<file path="src/rtl/seg7_pkg.sv">
// seg7_pkg: shared types and constants for the 7-segment display driver.
//   conv_state_t   : binary-to-BCD conversion FSM states
//   FMT_HEX/FMT_DEC: Format input encodings
//   SEG_BLANK      : all segments off (active low)
//   BCD_DIGITS/W   : decimal digits held by the converter (enough for 16-bit values)
//   hex_to_seg()   : nibble -> active-low {CA..CG} segment code
package seg7_pkg;

    typedef enum logic [1:0] {IDLE, LOAD, SHIFT, COMMIT} conv_state_t;

    localparam logic       FMT_HEX    = 1'b0;
    localparam logic       FMT_DEC    = 1'b1;
    localparam logic [6:0] SEG_BLANK  = 7'h7F;
    localparam int         BCD_DIGITS = 5;
    localparam int         BCD_W      = 4 * BCD_DIGITS;

    function automatic logic [6:0] hex_to_seg(input logic [3:0] d);
        logic [6:0] s;
        case (d)
            4'h0: s = 7'h01;
            4'h1: s = 7'h4F;
            4'h2: s = 7'h12;
            4'h3: s = 7'h06;
            4'h4: s = 7'h4C;
            4'h5: s = 7'h24;
            4'h6: s = 7'h20;
            4'h7: s = 7'h0F;
            4'h8: s = 7'h00;
            4'h9: s = 7'h04;
            4'hA: s = 7'h08;
            4'hB: s = 7'h60;
            4'hC: s = 7'h31;
            4'hD: s = 7'h42;
            4'hE: s = 7'h30;
            default: s = 7'h38;
        endcase
        return s;
    endfunction

endpackage

</file>
<file path="src/rtl/seg7_display_driver_if.sv">
// seg7_display_driver_if: value/format in, segment/anode/busy out.
//   Value    : binary value to display
//   Format   : 0 = hex, 1 = unsigned decimal
//   Segments : {CA..CG}, active low, bit6 = CA
//   Anodes   : active low, bit0 = rightmost digit
//   Busy     : binary-to-BCD conversion in flight
// master = the value producer, slave = the display driver.
interface seg7_display_driver_if #(
    parameter int DATA_W   = 16,
    parameter int N_DIGITS = 8
);
    logic [DATA_W-1:0]   Value;
    logic                Format;
    logic [6:0]          Segments;
    logic [N_DIGITS-1:0] Anodes;
    logic                Busy;

    modport master (output Value, Format, input Segments, Anodes, Busy);
    modport slave  (input Value, Format, output Segments, Anodes, Busy);
endinterface

</file>
<file path="src/rtl/bin_to_bcd.sv">
// bin_to_bcd: sequential double-dabble converter.
//   clk, resetN : clock, async active-low reset
//   start       : request a conversion (acted on only in IDLE)
//   bin         : binary input, latched in LOAD
//   busy        : high from IDLE->LOAD until COMMIT->IDLE
//   done        : high for the single COMMIT cycle, when bcd updates
//   bcd         : last committed result, 5 BCD nibbles
// Timing: start seen -> LOAD -> DATA_W x SHIFT -> COMMIT, so bcd is
// written DATA_W+2 edges after the edge that sampled start.
module bin_to_bcd
    import seg7_pkg::*;
#(
    parameter int DATA_W = 16
) (
    input  logic              clk,
    input  logic              resetN,
    input  logic              start,
    input  logic [DATA_W-1:0] bin,
    output logic              busy,
    output logic              done,
    output logic [BCD_W-1:0]  bcd
);
    localparam int SH_W  = BCD_W + DATA_W;
    localparam int CNT_W = $clog2(DATA_W) + 1;

    conv_state_t      state;
    logic [SH_W-1:0]  sh;
    logic [SH_W-1:0]  sh_adj;
    logic [CNT_W-1:0] cnt;

    // Add-3 correction on every BCD nibble >= 5 before the shift.
    always_comb begin
        sh_adj = sh;
        for (int i = 0; i < BCD_DIGITS; i++) begin
            if (sh[DATA_W + 4*i +: 4] >= 4'd5)
                sh_adj[DATA_W + 4*i +: 4] = sh[DATA_W + 4*i +: 4] + 4'd3;
        end
    end

    always_ff @(posedge clk or negedge resetN) begin
        if (!resetN) begin
            state <= IDLE;
            sh    <= '0;
            cnt   <= '0;
            busy  <= 1'b0;
            done  <= 1'b0;
            bcd   <= '0;
        end else begin
            case (state)
                IDLE: begin
                    if (start) begin
                        state <= LOAD;
                        busy  <= 1'b1;
                    end
                end
                LOAD: begin
                    sh    <= {{BCD_W{1'b0}}, bin};
                    cnt   <= '0;
                    state <= SHIFT;
                end
                SHIFT: begin
                    sh  <= sh_adj << 1;
                    cnt <= cnt + 1'b1;
                    if (cnt == CNT_W'(DATA_W - 1)) begin
                        state <= COMMIT;
                        done  <= 1'b1;   // registered so it is high exactly in COMMIT
                    end
                end
                COMMIT: begin
                    bcd   <= sh[SH_W-1 -: BCD_W];
                    busy  <= 1'b0;
                    done  <= 1'b0;
                    state <= IDLE;
                end
                default: state <= IDLE;
            endcase
        end
    end

endmodule

</file>
<file path="src/rtl/seg7_display_driver.sv">
// seg7_display_driver: display stage of the RPN calculator.
//   clk, resetN : clock, async active-low reset
//   bus (slave) : Value/Format in; Segments/Anodes/Busy out
// Keeps a committed snapshot (hex source) and its BCD (decimal source)
// so the scan never shows a half-updated value. Each digit is lit for
// REFRESH_CYCLES clocks; Segments/Anodes are registered one cycle behind
// the scan index.
// Build option: define LEADING_ZERO_BLANK_EN to blank digits above the
// most significant nonzero digit (digit 0 always shown).
module seg7_display_driver
    import seg7_pkg::*;
#(
    parameter int REFRESH_CYCLES = 100_000,
    parameter int N_DIGITS       = 8,
    parameter int DATA_W         = 16
) (
    input  logic                 clk,
    input  logic                 resetN,
    seg7_display_driver_if.slave bus
);
    localparam int RC_W       = (REFRESH_CYCLES > 1) ? $clog2(REFRESH_CYCLES) : 1;
    localparam int IDX_W      = (N_DIGITS > 1) ? $clog2(N_DIGITS) : 1;
    localparam int HEX_DIGITS = (DATA_W + 3) / 4;
    localparam int MAX_A      = (N_DIGITS > HEX_DIGITS) ? N_DIGITS : HEX_DIGITS;
    localparam int VEC_DIGITS = (MAX_A > BCD_DIGITS) ? MAX_A : BCD_DIGITS;
    localparam int VEC_W      = 4 * VEC_DIGITS;

    // ---------------- change detect / snapshot ----------------
    logic [DATA_W-1:0] snapshot;
    logic [DATA_W-1:0] cap_q;
    logic              first_q;
    logic              busy_d;
    logic              start;
    logic              load_cyc;
    logic              conv_busy;
    logic              conv_done;
    logic [BCD_W-1:0]  bcd_q;

    assign start    = first_q | (bus.Value != snapshot);
    // busy rises on the edge into LOAD; the cycle it first reads high is
    // LOAD, the same cycle the converter latches Value.
    assign load_cyc = conv_busy & ~busy_d;

    bin_to_bcd #(.DATA_W(DATA_W)) u_conv (
        .clk    (clk),
        .resetN (resetN),
        .start  (start),
        .bin    (bus.Value),
        .busy   (conv_busy),
        .done   (conv_done),
        .bcd    (bcd_q)
    );

    always_ff @(posedge clk or negedge resetN) begin
        if (!resetN) begin
            snapshot <= '0;
            cap_q    <= '0;
            first_q  <= 1'b1;
            busy_d   <= 1'b0;
        end else begin
            first_q <= 1'b0;
            busy_d  <= conv_busy;
            if (load_cyc)  cap_q    <= bus.Value;
            // Same edge the converter writes bcd: both sources switch together.
            if (conv_done) snapshot <= cap_q;
        end
    end

    // ---------------- scan ----------------
    logic [RC_W-1:0]  refresh_cnt;
    logic [IDX_W-1:0] scan_idx;
    logic             fmt_q;
    logic             wrap;

    assign wrap = (refresh_cnt == RC_W'(REFRESH_CYCLES - 1));

    // Format is sampled at slot boundaries so a slot never changes
    // representation halfway through.
    always_ff @(posedge clk or negedge resetN) begin
        if (!resetN) begin
            refresh_cnt <= '0;
            scan_idx    <= '0;
            fmt_q       <= FMT_HEX;
        end else if (wrap) begin
            refresh_cnt <= '0;
            scan_idx    <= (scan_idx == IDX_W'(N_DIGITS - 1)) ? '0 : scan_idx + 1'b1;
            fmt_q       <= bus.Format;
        end else begin
            refresh_cnt <= refresh_cnt + 1'b1;
        end
    end

    // ---------------- digit mux / blanking ----------------
    logic [VEC_W-1:0] src_vec;
    logic [3:0]       digit;
    logic             show;
    int               n_valid;

    always_comb begin
        src_vec = '0;
        n_valid = HEX_DIGITS;
        if (fmt_q == FMT_DEC) begin
            src_vec[BCD_W-1:0] = bcd_q;
            n_valid            = BCD_DIGITS;
        end else begin
            src_vec[DATA_W-1:0] = snapshot;
        end
        digit = src_vec[{scan_idx, 2'b00} +: 4];
        show  = (int'(scan_idx) < n_valid);
`ifdef LEADING_ZERO_BLANK_EN
        // Nothing nonzero at or above this position -> leading zero.
        if (scan_idx != '0 && (src_vec >> {scan_idx, 2'b00}) == '0)
            show = 1'b0;
`endif
    end

    // ---------------- output registers ----------------
    logic [6:0]          seg_q;
    logic [N_DIGITS-1:0] an_q;

    always_ff @(posedge clk or negedge resetN) begin
        if (!resetN) begin
            seg_q <= SEG_BLANK;
            an_q  <= '1;
        end else if (show) begin
            seg_q <= hex_to_seg(digit);
            an_q  <= ~(N_DIGITS'(1) << scan_idx);
        end else begin
            seg_q <= SEG_BLANK;
            an_q  <= '1;
        end
    end

    assign bus.Segments = seg_q;
    assign bus.Anodes   = an_q;
    assign bus.Busy     = conv_busy;

endmodule

</file>
<file path="src/flat_wrapper.sv">
// flat-port wrapper written by rule: the top's interface ports become plain ports
module seg7_display_driver_flat import seg7_pkg::*;
#(
    parameter int REFRESH_CYCLES = 100_000,
    parameter int N_DIGITS       = 8,
    parameter int DATA_W         = 16
)
  (clk, resetN, bus_Value, bus_Format, bus_Segments, bus_Anodes, bus_Busy);
  seg7_display_driver_if #(.DATA_W(DATA_W), .N_DIGITS(N_DIGITS)) bus_i ();
  input  logic clk;
  input  logic resetN;
  input wire logic [$bits(bus_i.Value)-1:0] bus_Value;
  input wire logic [$bits(bus_i.Format)-1:0] bus_Format;
  output wire logic [$bits(bus_i.Segments)-1:0] bus_Segments;
  output wire logic [$bits(bus_i.Anodes)-1:0] bus_Anodes;
  output wire logic [$bits(bus_i.Busy)-1:0] bus_Busy;
  assign bus_i.Value = bus_Value;
  assign bus_i.Format = bus_Format;
  assign bus_Segments = bus_i.Segments;
  assign bus_Anodes = bus_i.Anodes;
  assign bus_Busy = bus_i.Busy;
  seg7_display_driver #(.REFRESH_CYCLES(REFRESH_CYCLES), .N_DIGITS(N_DIGITS), .DATA_W(DATA_W)) u_core (.clk(clk), .resetN(resetN), .bus(bus_i));
endmodule
</file>
<file path="config.mk">
export PLATFORM = sky130hd
export DESIGN_NAME = seg7_display_driver_flat
export DESIGN_NICKNAME = d
export VERILOG_FILES = /design/src/rtl/seg7_pkg.sv /design/src/rtl/seg7_display_driver_if.sv /design/src/rtl/bin_to_bcd.sv /design/src/rtl/seg7_display_driver.sv /design/src/flat_wrapper.sv
export SDC_FILE = /design/constraint.sdc
export NUM_CORES = 1
export LEC_CHECK = 0
export CORE_MARGIN = 2
export CORE_UTILIZATION = 40
export DETAILED_ROUTE_END_ITERATION = 6
export GPL_TIMING_DRIVEN = 0
export SYNTH_ARGS = -nofsm -noshare
export SYNTH_HDL_FRONTEND = slang
export SYNTH_SLANG_ARGS = --single-unit
</file>
<file path="constraint.sdc">
create_clock -name clk -period 2.9 [get_ports clk]
set_input_delay 0.29 -clock clk [delete_from_list [all_inputs] [get_ports clk]]
set_output_delay 0.29 -clock clk [all_outputs]
set_load 0.01 [all_outputs]
</file>
==> metrics.md <==
| Metric | Value |
|---|---|
| Fraction of registers with async set or reset after synthesis | `between 90% and 100%` |
| Final Max Slew Viols | `0` |
| # setup viols final | `0` |
| DIE WIDTH | `about 130 um` |
| Row count | `46` |
| Initial antenna violation count | `0` |
| Postcts setup bufs | `0` |
| Number of synthesized register bits | `135` |
| Synth warn | `0` |
| Die area | `about 17000 um2` |
| Crit Path Max Fanout | `8` |
| Status | `finished, final reports clean` |
| Synth Area per Inst | `between 10 and 15 um2` |
| WP buf/inv | `2` |
| PortBufs | `34` |
| TritonCTS clock tree | `done` |
| Layout Skew | `0.008183 ns` |
| 1st-iter DRT viols | `about 350` |
| Antenna Cells | `0` |
| Initial Util | `between 40% and 50%` |
| Vias | `about 4400` |
| CTS root buf | `clkbuf_16` |
| Worst hold path class | `in2async` |
| Cell variety after synth | `53` |
| Ys flop type | `dfrtp_1` |
| CTS max path bufs | `2` |
| DIE HEIGHT | `roughly 130 um` |
| Area contributors post-synth | `dfrtp_1 45%, mux2_2 10%, dfstp_2 6.4%` |
| Total gr overflow | `0` |
| Hold_ws | `0.3455 ns` |
| Unrepaired setup endpoints after global routing | `no` |
| Crit Path Class | `reg2reg` |
| Most numerous cell in the Yosys netlist | `dfrtp_1` |
| Pleak | `around 0.0033 uW` |
| Syn Inst Count | `about 570` |
| Pin count of the biggest net entering global routing | `between 90 and 100` |
| Setup WS pre-CTS | `roughly 0.22 ns` |
| CORE AREA | `approximately 16000 um2` |
| Synth top cells by count | `119 x dfrtp_1, 61 x mux2_2, 40 x nor2_1` |
| EDFF count, synth | `0` |
| NumNets Final | `672` |
| Critical Path RT | `3.24 ns` |
| Max frequency | `just under 0.4 GHz` |
| Tcrit/Tclk final | `87.46%` |
| Clock latency on the worst-skew pair | `0.42 ns` |
| Fraction of layout cells with a size suffix above 1 | `20.41%` |
| Area growth syn-to-layout | `19.03%` |
| IO Count | `35` |
| Final Hold Fails | `0` |
| Antenna viol nets, final | `0` |
| CP arrival | `approximately 2.9 ns` |
| Yosys top cell by area | `dfrtp_1` |
| Vias in the first global route | `4521` |
| Residual DRC | `0` |
| HPWL after DPL | `between 10000 and 15000 um` |
| Worst-path clk slew | `around 0.060 ns` |
| DP Area | `between 7000 and 8000 um2` |
| Synthesized cell area | `6556 um2` |
| Final cell count without fillers | `between 800 and 900` |
| Worst setup margin | `roughly 0.36 ns` |
| Clock Sinks | `between 100 and 150` |
| CP max stage cell | `dfrtp_1` |
| Routability Congestion | `between 0.7 and 0.8` |
| Proportion of netlist area held by the largest area contributor | `a little under half` |
| Max_cap viols | `0` |
| GRT Resource Usage Total | `between 10% and 20%` |
| Total wire length | `around 14000 um` |
| Slew headroom | `50.18%` |
| CTS Buf Count | `17` |
| Inst Count DP | `820` |
| Post-layout min period | `between 2 and 3 ns` |
| WL/cell | `16.55 um` |
| FILL cells | `1428` |
| Tightest Pin Transition | `0.7474 ns` |
| Family with the most delay on the worst path | `compound AO/OA/AOI/OAI gates` |
| DRT Pass-1 Iters | `5` |
| Power Dens Cells | `967.0 nW/um2` |
| First-pass GRT wire length | `23380 um` |
| Vias per inst | `~5.2` |
| Sequential area share after synthesis | `between 50% and 60%` |
| Worst IR Drop VDD | `0.0004856 V` |
| Syn nets | `a little over 600` |
| Max incr delay on CP | `roughly 0.38 ns` |
| Setup crit end kind | `register` |
| Startpoint types | `register` |
| Fin area | `about 8000 um2` |
| CTS HTree Levels | `4` |
| CP Cell Sequence | `clkbuf_1 > nand2b_1 > o221ai_1 > o21ai_1 > inv_1 > ha_1 > nor2_1 > a21oi_1 > a32oi_1` |
[registers in the layout, summed over array words and instances, names as in the netlist]
name	cells
u_core.bus.Anodes	8
u_core.bus.Segments	7
u_core.busy_d	1
u_core.cap_q	16
u_core.first_q	1
u_core.fmt_q	1
u_core.refresh_cnt	17
u_core.scan_idx	3
u_core.snapshot	16
u_core.u_conv.bcd	20
u_core.u_conv.busy	1
u_core.u_conv.cnt	5
u_core.u_conv.done	1
u_core.u_conv.sh	36
u_core.u_conv.state	2
[layout by cell type (no fill, tap or decap), types with 20 or more instances in the layout]
master / instances
dfrtp_1: 119
o21ai_0: 24
mux2_2: 61
nand2_1: 30
ha_1: 29
nor2_1: 40
mux2i_1: 20
inv_1: 35
clkdlybuf4s50_1: 33
a21oi_1: 30
xnor2_1: 30
[area by class of cell]
class,count,area [um2],share of cell area (%)
multi-input combinational,374,2914,37.34
inverter,36,135.1,1.732
buffer,24,112.6,1.443
clock buffer,20,456.7,5.852
tap,216,270.3,3.463
sequential,135,3398,43.55
timing repair buffer,36,379.1,4.858
clock inverter,12,137.6,1.764
[metrics by stage]
step | setup TNS, ns | total power, uW | utilization (%)
6_report | 0 | 7546 | 48.95
3_5_place_dp | 0 | 5395 | 45.13
4_1_cts | 0 | 7610 | 48.92
3_3_place_gp | -475.65 | 5296 | 44.95
2_1_floorplan | 0 | 4548 | -
5_1_grt | 0 | 8030 | 48.95
[per-layer routing]
| metal | routed length [um] | GRT usage (%) | share of wire (%) | vias up |
|---|---|---|---|---|
| li1 | - | - | - | 2092 |
| met1 | 6617 | 22.86 | 47 | 2239 |
| met2 | 6830 | 27.72 | 48 | 85 |
| met3 | 502 | 3.960 | 3.6 | 17 |
| met4 | 168 | 5.072 | 1.2 | 0 |
| met5 | 0 | 0 | 0 | - |
[what timing repair did]
item                                    CTS  global route
endpoints found under the setup margin    0             1
hold endpoints to repair                 27             0
resized for setup                         0             1
hold buffers                              1             0
[path summary, 6_finish.rpt]
| path | start | to | slack (ns) | cells past startpoint |
|---|---|---|---|---|
| min in group clk | u_core.u_conv.busy$_DFFE_PN0P_ | u_core.busy_d$_DFF_PN0_ | 0.43 | 0 |
| worst max-delay path | u_core.scan_idx[0]$_DFFE_PN0N_ | u_core.bus.Segments[3]$_DFF_PN1_ | 0.36 | 9 |
| worst min-delay path | resetN | u_core.refresh_cnt[2]$_DFF_PN0_ | 0.35 | 2 |
| worst max register to register | u_core.scan_idx[0]$_DFFE_PN0N_ | u_core.bus.Segments[3]$_DFF_PN1_ | 0.36 | 9 |
| worst min register to register | u_core.u_conv.busy$_DFFE_PN0P_ | u_core.busy_d$_DFF_PN0_ | 0.43 | 0 |
| max in group asynchronous | resetN | u_core.first_q$_DFF_PN1_ | 1.75 | 3 |
[cells by family (layout without fill, tap and decap cells)]
group | after synthesis | in the layout | synth area share, %
AO/OA/AOI/OAI | 88 | 88 | 8.416
XOR/XNOR | 39 | 39 | 5.210
adder cells (fa/ha/maj) | 29 | 29 | 5.534
buffers and inverters | 60 | 128 | 3.779
flip-flops | 135 | 135 | 51.83
multiplexers | 88 | 88 | 15.53
other | 1 | 1 | 0.05720
AND/OR/NAND/NOR | 129 | 129 | 9.638
[power breakdown]
group	switching, uW	internal, uW	total [uW]
clock network	850	1320	2170
logic	1440	1180	2620
registers	331	2420	2750
No activity file was read; power rests on OpenSTA's default activity.
